`src/rtl/dkong_hiscore_ctrl.sv`:
```
// dkong_hiscore_ctrl -- moves the Donkey Kong hiscore table between game RAM
// and a 64x8 host-side buffer.
//
// Restore: wait for a vblank rising edge, optionally check the table signature,
//          then write buffer[0..LEN-1] into START_ADDR..START_ADDR+LEN-1.
// Save:    read START_ADDR..START_ADDR+LEN-1 into buffer[0..LEN-1] immediately.
// Each byte takes three cycles (X_ADDR, X_WAIT, X_DATA) with the address held;
// a restore write strobes in X_ADDR and a save samples game data in X_DATA.
//
// Optional feature macro: DKONG_HS_SIGCHK_EN
//   defined   -> SIG_A/SIG_B signature check with TIMEOUT_FRAMES give-up and O_ERR
//   undefined -> restore starts on the first vblank rising edge, O_ERR stays 0
//
// Ports:
//   I_CLK_24576M, I_RESET (sync, active high)
//   I_VBLANK                      vertical blank
//   I_RESTORE_REQ, I_SAVE_REQ     one-cycle start pulses (restore wins a tie)
//   O_BUSY, O_DONE, O_ERR         status
//   O_PAUSE                       CPU stall while the game-side port is in use
//   O_HS_*, I_HS_DATA_OUT         game-side hiscore RAM port
//   I_NV_ADDR/WR/DATA, O_NV_DATA  host-side buffer port (1-cycle read latency)
module dkong_hiscore_ctrl #(
  parameter logic [15:0] START_ADDR     = 16'h6100,
  parameter int          LEN            = 64,
  parameter logic [7:0]  SIG_FIRST      = 8'h00,
  parameter logic [7:0]  SIG_LAST       = 8'h00,
  parameter int          TIMEOUT_FRAMES = 255
) (
  input  logic        I_CLK_24576M,
  input  logic        I_RESET,
  input  logic        I_VBLANK,
  input  logic        I_RESTORE_REQ,
  input  logic        I_SAVE_REQ,
  output logic        O_BUSY,
  output logic        O_DONE,
  output logic        O_ERR,
  output logic        O_PAUSE,
  output logic [15:0] O_HS_ADDRESS,
  output logic [7:0]  O_HS_DATA_IN,
  input  logic [7:0]  I_HS_DATA_OUT,
  output logic        O_HS_WRITE,
  output logic        O_HS_ACCESS,
  input  logic [5:0]  I_NV_ADDR,
  input  logic        I_NV_WR,
  input  logic [7:0]  I_NV_DATA,
  output logic [7:0]  O_NV_DATA
);

  localparam logic [2:0] S_IDLE    = 3'd0;
  localparam logic [2:0] S_WAIT_VB = 3'd1;
`ifdef DKONG_HS_SIGCHK_EN
  localparam logic [2:0] S_SIG_A   = 3'd2;
  localparam logic [2:0] S_SIG_B   = 3'd3;
`endif
  localparam logic [2:0] S_X_ADDR  = 3'd4;
  localparam logic [2:0] S_X_WAIT  = 3'd5;
  localparam logic [2:0] S_X_DATA  = 3'd6;
  localparam logic [2:0] S_DONE    = 3'd7;

  localparam logic [5:0] LAST_IDX = 6'(LEN - 1);

  logic [2:0] state;
  logic       is_save;
  logic [5:0] idx;
  logic       vb_q;
  logic       err_q;
  logic [7:0] buffer [0:63];
  logic [7:0] nv_q;
  logic       vb_rise;
  logic       xfer;
  logic       sig_st;

  assign vb_rise = I_VBLANK & ~vb_q;

`ifdef DKONG_HS_SIGCHK_EN
  logic [15:0] frame_cnt;
  logic        sig_a_ok;
  assign sig_st = (state == S_SIG_A) || (state == S_SIG_B);
`else
  logic unused_cfg;
  assign unused_cfg = ^{SIG_FIRST, SIG_LAST, 32'(TIMEOUT_FRAMES)};
  assign sig_st     = 1'b0;
`endif

  always_ff @(posedge I_CLK_24576M) begin
    if (I_RESET) begin
      state   <= S_IDLE;
      is_save <= 1'b0;
      idx     <= '0;
      err_q   <= 1'b0;
      vb_q    <= 1'b0;
`ifdef DKONG_HS_SIGCHK_EN
      frame_cnt <= '0;
      sig_a_ok  <= 1'b0;
`endif
    end else begin
      vb_q <= I_VBLANK;
      case (state)
        S_IDLE: begin
          if (I_RESTORE_REQ) begin
            state   <= S_WAIT_VB;
            is_save <= 1'b0;
            idx     <= '0;
            err_q   <= 1'b0;
`ifdef DKONG_HS_SIGCHK_EN
            frame_cnt <= '0;
`endif
          end else if (I_SAVE_REQ) begin
            state   <= S_X_ADDR;
            is_save <= 1'b1;
            idx     <= '0;
            err_q   <= 1'b0;
          end
        end
        S_WAIT_VB: begin
          if (vb_rise) begin
`ifdef DKONG_HS_SIGCHK_EN
            frame_cnt <= frame_cnt + 16'd1;
            state     <= S_SIG_A;
`else
            state     <= S_X_ADDR;
`endif
          end
        end
`ifdef DKONG_HS_SIGCHK_EN
        S_SIG_A: begin
          sig_a_ok <= (I_HS_DATA_OUT == SIG_FIRST);
          state    <= S_SIG_B;
        end
        S_SIG_B: begin
          if (sig_a_ok && (I_HS_DATA_OUT == SIG_LAST)) begin
            state <= S_X_ADDR;
          end else if (frame_cnt >= 16'(TIMEOUT_FRAMES)) begin
            // gave up: finish without ever touching game RAM
            err_q <= 1'b1;
            state <= S_DONE;
          end else begin
            state <= S_WAIT_VB;
          end
        end
`endif
        S_X_ADDR: state <= S_X_WAIT;
        S_X_WAIT: state <= S_X_DATA;
        S_X_DATA: begin
          if (idx == LAST_IDX) begin
            state <= S_DONE;
          end else begin
            idx   <= idx + 6'd1;
            state <= S_X_ADDR;
          end
        end
        S_DONE:  state <= S_IDLE;
        default: state <= S_IDLE;
      endcase
    end
  end

  // Buffer is deliberately outside reset so host data survives a game reset.
  // Save data has priority; host writes are only honoured while idle.
  always_ff @(posedge I_CLK_24576M) begin
    if (state == S_X_DATA && is_save) begin
      buffer[idx] <= I_HS_DATA_OUT;
    end else if (I_NV_WR && state == S_IDLE) begin
      buffer[I_NV_ADDR] <= I_NV_DATA;
    end
    nv_q <= buffer[I_NV_ADDR];
  end

  assign xfer = (state == S_X_ADDR) || (state == S_X_WAIT) || (state == S_X_DATA);

  always_comb begin
    O_HS_ADDRESS = '0;
`ifdef DKONG_HS_SIGCHK_EN
    if (state == S_SIG_A) O_HS_ADDRESS = START_ADDR;
    if (state == S_SIG_B) O_HS_ADDRESS = START_ADDR + 16'(LEN - 1);
`endif
    if (xfer) O_HS_ADDRESS = START_ADDR + {10'd0, idx};
  end

  assign O_HS_DATA_IN = (xfer && !is_save) ? buffer[idx] : 8'h00;
  assign O_HS_WRITE   = (state == S_X_ADDR) && !is_save;
  assign O_HS_ACCESS  = xfer || sig_st;
  assign O_PAUSE      = O_HS_ACCESS;
  assign O_BUSY       = (state != S_IDLE);
  assign O_DONE       = (state == S_DONE);
  assign O_ERR        = err_q;
  assign O_NV_DATA    = nv_q;

endmodule

```
`config.mk`:
```
export PLATFORM = sky130hd
export DESIGN_NAME = dkong_hiscore_ctrl
export DESIGN_NICKNAME = d
export VERILOG_FILES = /design/src/rtl/dkong_hiscore_ctrl.sv
export SDC_FILE = /design/constraint.sdc
export NUM_CORES = 1
export LEC_CHECK = 0
export ABC_AREA = 0
export CELL_PAD_IN_SITES_DETAIL_PLACEMENT = 2
export CELL_PAD_IN_SITES_GLOBAL_PLACEMENT = 2
export CORE_ASPECT_RATIO = 1.1
export CORE_MARGIN = 2
export CORE_UTILIZATION = 43
export DETAILED_ROUTE_END_ITERATION = 16
export PLACE_DENSITY_LB_ADDON = 0.1
export SLEW_MARGIN = 20
export SYNTH_ARGS = -nofsm -noshare
export SYNTH_HDL_FRONTEND = slang
export SYNTH_SLANG_ARGS = --single-unit
export TNS_END_PERCENT = 50
```
`constraint.sdc`:
```
create_clock -name I_CLK_24576M -period 2.45 [get_ports I_CLK_24576M]
set_input_delay 0.49 -clock I_CLK_24576M [delete_from_list [all_inputs] [get_ports I_CLK_24576M]]
set_output_delay 0.49 -clock I_CLK_24576M [all_outputs]
set_load 0.1 [all_outputs]
```
# Word-level counts from Yosys, hierarchy flattened
# Memory sizes are Yosys's and may differ from the RTL's. A register that Yosys moved wholly into a read port is not among the register bits.
# Index checks and enable logic that the tools add are counted.
[op_classes] n_addsub=2 eq_ne=9 order_cmp=0 bitwise_logic=2 n_shift=0 n_reduce_logical=15 mux=25 n_div=0 mul=0
[op_table] operator="$mux W6" count=6
[op_table] operator="$add A15 B6 Y16 const A" count=1
[op_table] operator="$mux W16" count=1
[op_table] operator="$mux W8" count=2
[op_table] operator="$pmux W3 S5" count=1
[op_table] operator="$eq A3 B3 Y1 const B" count=4
[op_table] operator="$pmux W6 S2" count=1
[op_table] operator="$mux W1" count=10
[op_table] operator="$mux W3" count=3
[op_table] operator="$reduce_or A8 Y1" count=1
[op_table] operator="$add A6 B1 Y6 const B" count=1
[op_table] operator="$eq A6 B6 Y1 const B" count=1
[op_table] operator="$logic_and A1 B1 Y1" count=4
[op_table] operator="$ne A2 B2 Y1 const B" count=2
[op_table] operator="$reduce_and A2 Y1" count=2
[op_table] operator="$reduce_bool A2 Y1" count=2
[op_table] operator="$eq A3 B1 Y1 const B" count=1
[op_table] operator="$logic_not A3 Y1" count=1
[op_table] operator="$ne A3 B3 Y1 const B" count=1
[op_table] operator="$reduce_and A3 Y1" count=1
[op_table] operator="$reduce_bool A3 Y1" count=1
[op_table] operator="$logic_or A1 B1 Y1" count=2
[op_table] operator="$mux W2" count=1
[op_table] operator="$and A1 B1 Y1" count=1
[op_table] operator="other kinds (2)" count=2
[word_totals] wordCells=59 n_memories=1 ramBits=512 latchBits=0 romBits=0 ff_bits=12
[memory_table] memory="buffer" words=64 word_bits=8 read_ports=2 rd_ports_with_merged_regs=2 wr=1 line="67" source="logic [7:0] buffer [0:63];"

# Logic depth before layout (Yosys ltp)
[depth] ltp_word=7 depth_mapped=9 depth_no_buf=6

# Least setup slack after synthesis
# OpenSTA, ideal clock, no wires.
[synth_timing] kind="register -> output" from="register with a tool-made name" to="output port O_HS_DATA_IN[7]" n_path_buf=4 arrival_ps=3648 t_required_ps=1960 setup_slack_ps=-1688 path_stages_with_launch=10 path_cell_list="dfxtp_1 -> buf_4 -> buf_4 -> buf_2 -> buf_2 -> mux4_2 -> mux2i_1 -> a22oi_1 -> nand2_1 -> o21ai_0"
[synth_lines] element="end, declared" line="39" source="output logic [7:0] O_HS_DATA_IN,"

==> results.py <==
metrics = {
    "logic_synthesis": {
        "synth_cell_type_count": 49,
        "yosysTopAreaCell": "edfxtp_1",
        "synth-seq-cells": 537,
        "synth_seq_area_share_pct": 62.6,
        "synth_edf_count": 512,
        "synth.avg_cell_area_um2": 17.8,
        "synth-async-reset-ratio_pct": 0,
        "post-synth-top-area-fraction_pct": 60.6,
        "synthCells": 1423,
        "yosys-top-cells-area": "edfxtp_1, mux4_2, mux2i_1",
        "yosys_warnings": 0,
        "synthFlopType": "edfxtp_1",
        "mappedNetlistArea_mm2": 0.0254,
    },
    "grt": {
        "number_of_global_route_vias_before_repair": 18600,
        "most_used_routing_layer": "met2",
        "grt_use_total_pct": 32.5,
        "groute.layer.met2.usage_pct": 55.7,
        "grt_antenna_before_repair": 3,
        "groute.layer.met3.usage_pct": 8.12,
        "grt_first_pass_wirelength_mm": 140,
        "grt-ovfl-total": 0,
        "grt_start_max_net_pins": 65,
        "grt_use_met1_pct": 40.4,
    },
    "min_path": {
        "worstHoldPathType": "in2reg",
    },
    "cells_and_area": {
        "final.fill_count": 4941,
        "multi_input_comb_area_mm2": 0.00945,
        "layout_commonest_cell": "edfxtp_1",
        "final_net_count": 1853,
        "area_delta_synth_final_pct": 29.5,
        "layout.cells.most_common_list": "edfxtp_1, buf_4, mux4_2",
        "final-seq-area_mm2": 0.0159,
        "final_layout_size_suffix_gt1_share_pct": 46.1,
    },
    "clock_network": {
        "cts_tree": "done",
        "h-tree-depth": 2,
        "buffers_from_clock_root_to_sink_at_most": 3,
        "buffer_cell_driving_the_clock_tree_root": "clkbuf_16",
        "clock_insertion_delay_worst_skew_ns": 0.64,
        "cts_buf_count": 57,
        "clkSinkCount": 537,
        "clk_pin_slew_ns": 0.06,
    },
    "placed_design": {
        "placement.io_buffers": 57,
        "hpwlAfterDp_mm": 66.6,
        "pre_cts_slack_ns": -0.683,
        "gpl.final_weighted_congestion": 0.879,
    },
    "power_and_ir_drop": {
        "internal_power_mw": 17.4,
        "comb_power_share_pct": 16.8,
        "cellLeakagePower_nw": 11.1,
        "power.net_switching_mw": 6.20,
        "netSwitchingFraction_pct": 26.3,
        "power.density_cell_area_mw_per_mm2": 717,
        "seqPwrFrac_pct": 44.2,
        "vdd.ir_drop.worst_mv": 0.624,
        "p_clk_share_pct": 39.1,
    },
    "routing": {
        "route.detailed.vias_per_inst": 6.43,
        "drc": 0,
        "route.vias.total": 16900,
        "totalWireLength_mm": 97.7,
        "avgRoutedWirePerCell_um": 37.1,
        "drt.antenna.violating_nets": 0,
        "dr.first_iter.drc_count": 1683,
        "first_pass_iters": 5,
    },
    "worst_setup_path": {
        "slowest_delay_ns": 0.51,
        "crit_path_max_delay_cell_type": "mux4_2",
        "path_max_fanout": 8,
        "critical_path.cell_chain": "buf_12, buf_12, mux4_2, mux2i_2, a211oi_2, buf_4, a21o_1, a221o_4, buf_12",
        "cpMostUsedCell": "buf_12",
        "path_class": "reg2out",
        "setup_crit_end_kind": "primary output",
        "critical_path_required_ns": 1.96,
        "cp-start-kind": "flop",
        "worst_ep_arrival_time_ns": 3.08,
    },
    "timing": {
        "worst_hold_slack_ns": 0.455,
        "grt_setup_unrepaired": "true",
        "achievable-frequency_ghz": 0.280,
        "final_critical_path_setup_slack_ns": -1.12,
        "timing_max_transition_violations_final": 0,
        "tightestPinTransition_ns": 0.684,
        "finalHoldViolations": 0,
        "period_share_pct": 146,
        "finalCriticalPeriod_ns": 3.57,
        "worst_clock_skew_ns": 0.0214,
        "slew_headroom_pct": 54.4,
        "final-setup-viol-count": 8,
    },
    "outcome": {
        "failed_checks": "setup timing",
        "run_status": "finished, violations left",
    },
    "die": {
        "die_height_um": 259,
        "fp.dieArea_mm2": 0.0610,
        "floorplan.die.width_um": 236,
        "pin_count": 66,
        "starting_density_of_the_core_pct": 43.4,
        "core-area_mm2": 0.0584,
        "placement_rows": 93,
    },
    "job": {
        "maxCapViolCount": 0,
    },
}
-- final timing paths --
kind                  from         endpoint  slack (ns)  depth (start not counted)
hold reg to reg     idx[5]             flop        0.66                          2
setup / recovery      flop  O_HS_DATA_IN[3]       -1.12                          9
hold / removal    I_VBLANK             vb_q        0.45                          2
setup reg to reg  state[0]    buffer[35][1]        0.05                          9
-- registers in the layout (all words and copies together) (netlist names), named ones only --
| register | count |
|---|---|
| vb_q | 1 |
| idx | 6 |
| buffer | 512 |
| state | 3 |
| O_NV_DATA | 8 |
| is_save | 1 |
-- timing repair --
item | in CTS | in global routing
pin swaps | 12 | 11
hold endpoints to repair | 0 | 0
resized for setup | 88 | 45
setup endpoints to repair | 25 | 451
gates cloned | 5 | 0
hold buffers | 0 | 0
setup buffers | 29 | 13
-- metrics by stage --
stage          total power [mW]  util (%)  cells  TNS (ns)  area [µm²]
2_1_floorplan              12.6         -   1430    -14.30       25700
3_3_place_gp               14.0      51.2   2483   -107.77       29900
3_5_place_dp               14.1      51.2   2483   -132.33       29900
4_1_cts                    23.5      55.8   2622     -8.02       32600
5_1_grt                    24.1      56.2   2632     -8.53       32800
6_report                   23.6      56.2   2633     -7.87       32800
-- power by group through the flow --
| stage | Clock (mW) | Combinational [mW] | Sequential, mW |
|---|---|---|---|
| 6_report | 9.21 | 3.95 | 10.4 |
| 5_1_grt | 9.59 | 4.09 | 10.4 |
| 4_1_cts | 9.28 | 3.84 | 10.4 |
| 3_5_place_dp | 0 | 3.54 | 10.6 |
| 3_3_place_gp | 0 | 3.43 | 10.6 |
| 2_1_floorplan | 0 | 1.85 | 10.7 |
-- synthesized netlist by cell type (15+ instances only) --
cell / number
a2111oi_0: 15
a211oi_1: 15
a21oi_1: 17
a22oi_1: 28
buf_2: 42
buf_4: 30
clkbuf_1: 28
dfxtp_1: 25
edfxtp_1: 512
mux2_2: 20
mux2i_1: 85
mux4_2: 241
nand2_1: 78
nor2_1: 89
nor2b_1: 30
o21ai_0: 17
o22ai_1: 23
-- layout make-up --
cell class | count | area share, %
clock inverter | 36 | 1.24
antenna | 1 | 0.00762
inverter | 12 | 0.137
tap | 760 | 2.89
timing repair buffer | 444 | 13.9
sequential | 537 | 48.4
clock buffer | 71 | 4.66
multi-input combinational | 772 | 28.8
-- kinds of logic after synthesis --
logic type | Yosys count | synth area share (%)
DFF | 537 | 62.6
adders and majority gates | 1 | 0.0493
muxes | 346 | 25.6
buffers and inverters | 121 | 2.53
xor gates and xnor gates | 5 | 0.173
and+or+nand+nor | 256 | 4.67
AOI/OAI and AO/OA | 156 | 4.36
other | 1 | 0.0148
-- per-layer routing --
metal | share of wire [%] | wire length, µm | up-vias
met5 | 0.020 | 20 | -
met4 | 3.7 | 3650 | 4
met3 | 8.5 | 8260 | 203
met2 | 50 | 49000 | 858
met1 | 38 | 36700 | 9120
li1 | - | - | 6741
-- worst max-delay path: cells and delay by family, from the launching register on --
family,cells,cell delay (ns)
AOI/OAI and AO/OA,3,0.70
DFF,1,0.37
muxes,2,0.72
buffers and inverters,4,0.65
No activity file was read; power rests on OpenSTA's default activity.
